[src/rtl/pipeline_ctrl.sv]
// pipeline_ctrl: hazard and memory-wait control for a 4-stage in-order pipeline.
// Produces PC/pipeline-register stall, hold and flush controls from branch,
// load-use and data-memory handshake events. Optional build macro
// PIPECTRL_MEM_TIMEOUT_EN adds a bounded memory wait with a sticky error flag.
module pipeline_ctrl #(
  parameter logic [3:0]  LOAD_OP  = 4'hC,
  parameter logic [3:0]  STORE_OP = 4'hD,
  parameter int unsigned TIMEOUT  = 15
) (
  input  logic       clk,
  input  logic       reset,
  input  logic       ifid_valid,
  input  logic [1:0] ifid_ra,
  input  logic [1:0] ifid_rb,
  input  logic       idex_valid,
  input  logic [3:0] idex_opcode,
  input  logic [1:0] idex_ra,
  input  logic       exmem_valid,
  input  logic [3:0] exmem_opcode,
  input  logic       branch_taken,
  input  logic       mem_ready,
  output logic       stall_pc,
  output logic       stall_ifid,
  output logic       hold_idex,
  output logic       hold_exmem,
  output logic       flush_ifid,
  output logic       flush_idex,
  output logic       flush_exmem,
  output logic       mem_req,
  output logic [1:0] state,
  output logic [7:0] stall_cnt,
  output logic       mem_err
);

  typedef enum logic [1:0] {
    RUN      = 2'b00,
    MEM_WAIT = 2'b01
  } state_t;

  state_t state_q;
  state_t state_d;

  logic mem_op;
  logic mem_stall;
  logic load_use;
  logic timeout;

  assign mem_op    = exmem_valid && ((exmem_opcode == LOAD_OP) || (exmem_opcode == STORE_OP));
  assign mem_stall = mem_req && !mem_ready;
  assign load_use  = idex_valid && (idex_opcode == LOAD_OP) && ifid_valid &&
                     ((idex_ra == ifid_ra) || (idex_ra == ifid_rb));
  assign state     = state_q;

`ifdef PIPECTRL_MEM_TIMEOUT_EN
  logic [3:0] wait_cnt;
  logic       mem_err_q;

  // Wait counter: held at zero outside MEM_WAIT so it starts clean on every entry.
  // It reads k-1 during the k-th wait cycle, so the timeout fires on wait cycle TIMEOUT.
  always_ff @(posedge clk) begin
    if (reset || state_q != MEM_WAIT) begin
      wait_cnt <= '0;
    end else if (!mem_ready) begin
      wait_cnt <= wait_cnt + 4'd1;
    end
  end

  assign timeout = (state_q == MEM_WAIT) && !mem_ready && (wait_cnt == 4'(TIMEOUT - 1));

  // Sticky timeout error, cleared only by reset.
  always_ff @(posedge clk) begin
    if (reset) begin
      mem_err_q <= 1'b0;
    end else if (timeout) begin
      mem_err_q <= 1'b1;
    end
  end

  assign mem_err = mem_err_q;
`else
  assign timeout = 1'b0;
  assign mem_err = 1'b0;
`endif

  // State register; reset abandons any outstanding memory access.
  always_ff @(posedge clk) begin
    if (reset) begin
      state_q <= RUN;
    end else begin
      state_q <= state_d;
    end
  end

  // Next-state logic; unused encodings recover to RUN.
  always_comb begin
    state_d = RUN;
    case (state_q)
      RUN:      state_d = mem_stall ? MEM_WAIT : RUN;
      MEM_WAIT: state_d = (mem_ready || timeout) ? RUN : MEM_WAIT;
      default:  state_d = RUN;
    endcase
  end

  // Control outputs, priority: reset > timeout > mem_stall > branch > load-use.
  always_comb begin
    mem_req     = (state_q == MEM_WAIT) ? 1'b1 : mem_op;
    stall_pc    = 1'b0;
    stall_ifid  = 1'b0;
    hold_idex   = 1'b0;
    hold_exmem  = 1'b0;
    flush_ifid  = 1'b0;
    flush_idex  = 1'b0;
    flush_exmem = 1'b0;
    if (reset) begin
      mem_req     = 1'b0;
      flush_ifid  = 1'b1;
      flush_idex  = 1'b1;
      flush_exmem = 1'b1;
    end else if (timeout) begin
      flush_exmem = 1'b1;
    end else if (mem_stall) begin
      stall_pc   = 1'b1;
      stall_ifid = 1'b1;
      hold_idex  = 1'b1;
      hold_exmem = 1'b1;
    end else if (branch_taken) begin
      flush_ifid = 1'b1;
      flush_idex = 1'b1;
    end else if (load_use) begin
      stall_pc   = 1'b1;
      stall_ifid = 1'b1;
      flush_idex = 1'b1;
    end
  end

  // Stall statistics: count cycles the PC is held, saturating at all-ones.
  always_ff @(posedge clk) begin
    if (reset) begin
      stall_cnt <= '0;
    end else if (stall_pc && stall_cnt != '1) begin
      stall_cnt <= stall_cnt + 8'd1;
    end
  end

endmodule

[config.mk]
export PLATFORM = sky130hd
export DESIGN_NAME = pipeline_ctrl
export DESIGN_NICKNAME = d
export VERILOG_FILES = /design/src/rtl/pipeline_ctrl.sv
export SDC_FILE = /design/constraint.sdc
export NUM_CORES = 1
export LEC_CHECK = 0
export ABC_AREA = 1
export BUFFER_PORTS_ARGS = -buffer_cell sky130_fd_sc_hd__clkbuf_2
export CORE_UTILIZATION = 41
export CTS_CLUSTER_SIZE = 25
export DETAILED_ROUTE_END_ITERATION = 16
export PLACE_DENSITY = 0.73
export SYNTH_ARGS = -nofsm -noshare
export SYNTH_HDL_FRONTEND = slang
export SYNTH_SLANG_ARGS = --single-unit
[constraint.sdc]
create_clock -name clk -period 1.55 [get_ports clk]
set_clock_uncertainty 0.1 [all_clocks]
set_input_delay 0.0775 -clock clk [delete_from_list [all_inputs] [get_ports clk]]
set_output_delay 0.0775 -clock clk [all_outputs]
set_load 0.02 [all_outputs]
==> reports/metrics.csv <==
metric;value;unit
path_class;flop to flop;
layout_common_cells;clkbuf_2, nand2_1, inv_1;
initial_utilization;43.5;%
timing.hold.ws;0.0139;ns
grt_pass1_wl;2670;um
cts-root-buf;clkbuf_4;
area_growth;42.9;%
clock_latency;0.27;ns
grt_overflow_total;0;
first_global_vias;699;
crit_path_max_incr_delay;0.35;ns
grt_max_degree;14;
cellLeakagePower;0.496;nW
cap_viol_max_count;0;
cp_max_fo;6;
crit_slowest_cell;dfxtp_2;
fmax;676;MHz
die_area;1760;um^2
vdd_drop_max;0.439;mV
yosysTopAreaCell;dfxtp_1;
dr.pass1.iters;4;
worstPathArrival;1.57;ns
synth_top_cells_by_area;dfxtp_1, nand2_1, nand3_1, buf_4, inv_1;
avgSynthCellArea;6.62;um^2
powerDensity;539;nW/um^2
path_cells;ha_4 > nand3_4 > nor3b_4 > nand2_2 > nand2_4 > nand2_1 > a21oi_2;
drt_wl_total;1670;um
ff_latch_area;186;um^2
hpwl;1200;um
ys_seq_area_share;27.5;%
routed_wire_length_per_instance;10.7;um
cts_buffers;3;
path_delay_family;simple AND/OR/NAND/NOR gates;
status;finished clean;
ys_types;20;
cts-hold-fix-buffers;0;
cts.sinks;9;
multiInputGateArea;430;um^2
startpoint;stall_cnt[0]$_SDFFE_PP0P_;
drt_iter0_markers;20;
endpoint_kind;flop;
antenna_left;0;
vias_per_cell;4.91;
setup_viol;0;
synthCells;99;
cp-start-kind;flop;
power.total;505;uW
fin_crit_sh;95.4;%
r2r_setup_slack;0.07;ns
fin_ws;0.0711;ns
dpl_worst_slack;0.0475;ns
insertedDiodeCount;0;
synth_warnings;0;
core_area;1510;um^2
min_from;mem_ready;
cts_tree;built;
clk_pin_slew_worst_paths;0.06;ns
io_buffer_count;36;
cp.required;1.64;ns
drc_errors;0;
die_w;42.0;um
rr_startpoint;stall_cnt[0]$_SDFFE_PP0P_;
final_common_cell;clkbuf_2;
grt_usage;19.4;%
grt_antenna_before_repair;0;
pin_count;40;
yosys.area.top_type_share;27.5;%
ys_ff_latch;9;
cts_buffer_depth;2;
cp_num_buf_inv;0;
drive_gt1_share;42.9;%
via_count;766;
final_hold_viol_count;0;
drv_slew;0;
gp_congestion;0.789;
dp_cells;150;
post-route-min-period;1.48;ns
placement_rows;14;
htreeDepth;1;
syn_area;656;um^2
final_nets;163;
layoutNonFillerInstCount;156;
hold_path.class;primary input to flop;
die_y;42.0;um
num-fill-cells;148;
## power breakdown
| part | leakage [nW] | switching [mW] | total, mW | internal [mW] |
|---|---|---|---|---|
| combinational | 0.407 | 0.0501 | 0.0857 | 0.0356 |
| sequential | 0.0743 | 0.000775 | 0.231 | 0.231 |
| clock | 0.0150 | 0.0883 | 0.188 | 0.0995 |
## layout make-up
type	count	area share [%]
clock buffers	4	2.80
flip-flops and latches	9	19.9
inverters	13	5.21
repair buffers	42	24.0
well taps	16	2.14
multi-input cells	72	45.9
## Yosys cell counts (all sizes together)
| cell | number |
|---|---|
| xor2 | 2 |
| conb | 1 |
| ha | 1 |
| nand2 | 28 |
| buf | 7 |
| a21oi | 10 |
| xnor2 | 3 |
| nor2 | 6 |
| nor3b | 1 |
| nand3 | 13 |
| inv | 13 |
| o21ai | 1 |
| dfxtp | 9 |
| nand4 | 3 |
| or2 | 1 |
## repair_timing
item                                    CTS  global route
buffers inserted                          0             1
resized for setup                         0             9
endpoints found under the setup margin    0            11
## sequential cells by signal, indices dropped and copies added (netlist names)
signal     count
stall_cnt      8
state          1
## final timing paths
path / cells past startpoint / end
max reg2reg: 7 / stall_cnt[1]$_SDFFE_PP0P_
min: 4 / state[0]$_SDFF_PP0_
min reg2reg: 2 / stall_cnt[4]$_SDFFE_PP0P_
max: 7 / stall_cnt[1]$_SDFFE_PP0P_
## metrics by stage
| stage | instance area, um^2 | utilization, % | TNS, ns |
|---|---|---|---|
| CTS | 882 | 58.6 | 0 |
| floorplan | 671 | - | 0 |
| global route | 937 | 62.2 | -0.164 |
| finish | 937 | 62.2 | 0 |
| detailed placement | 856 | 56.8 | 0 |
| global placement | 856 | 56.8 | 0 |
## worst register-to-register path, cell delays in order (launching register included)
cell and delay, ns:
dfxtp_2 0.35, ha_4 0.16, nand3_4 0.09, nor3b_4 0.27
nand2_2 0.15, nand2_4 0.12, nand2_1 0.07, a21oi_2 0.10
## cells by family after synthesis
| group | Yosys count | share of synthesized area [%] |
|---|---|---|
| AO/OA/AOI/OAI | 11 | 8.97 |
| XOR/XNOR | 5 | 6.68 |
| adder cells (fa/ha/maj) | 1 | 1.91 |
| buffers and inverters | 20 | 15.5 |
| flip-flops | 9 | 27.5 |
| other | 1 | 0.572 |
| AND/OR/NAND/NOR | 52 | 38.9 |
## routing by layer
layer / GRT usage [%] / wire [um]
met5: 0 / 0
met4: 3.87 / 0
met3: 6.47 / 81
met2: 38.1 / 937
met1: 19.4 / 652
(Power assumes the default switching activity.)
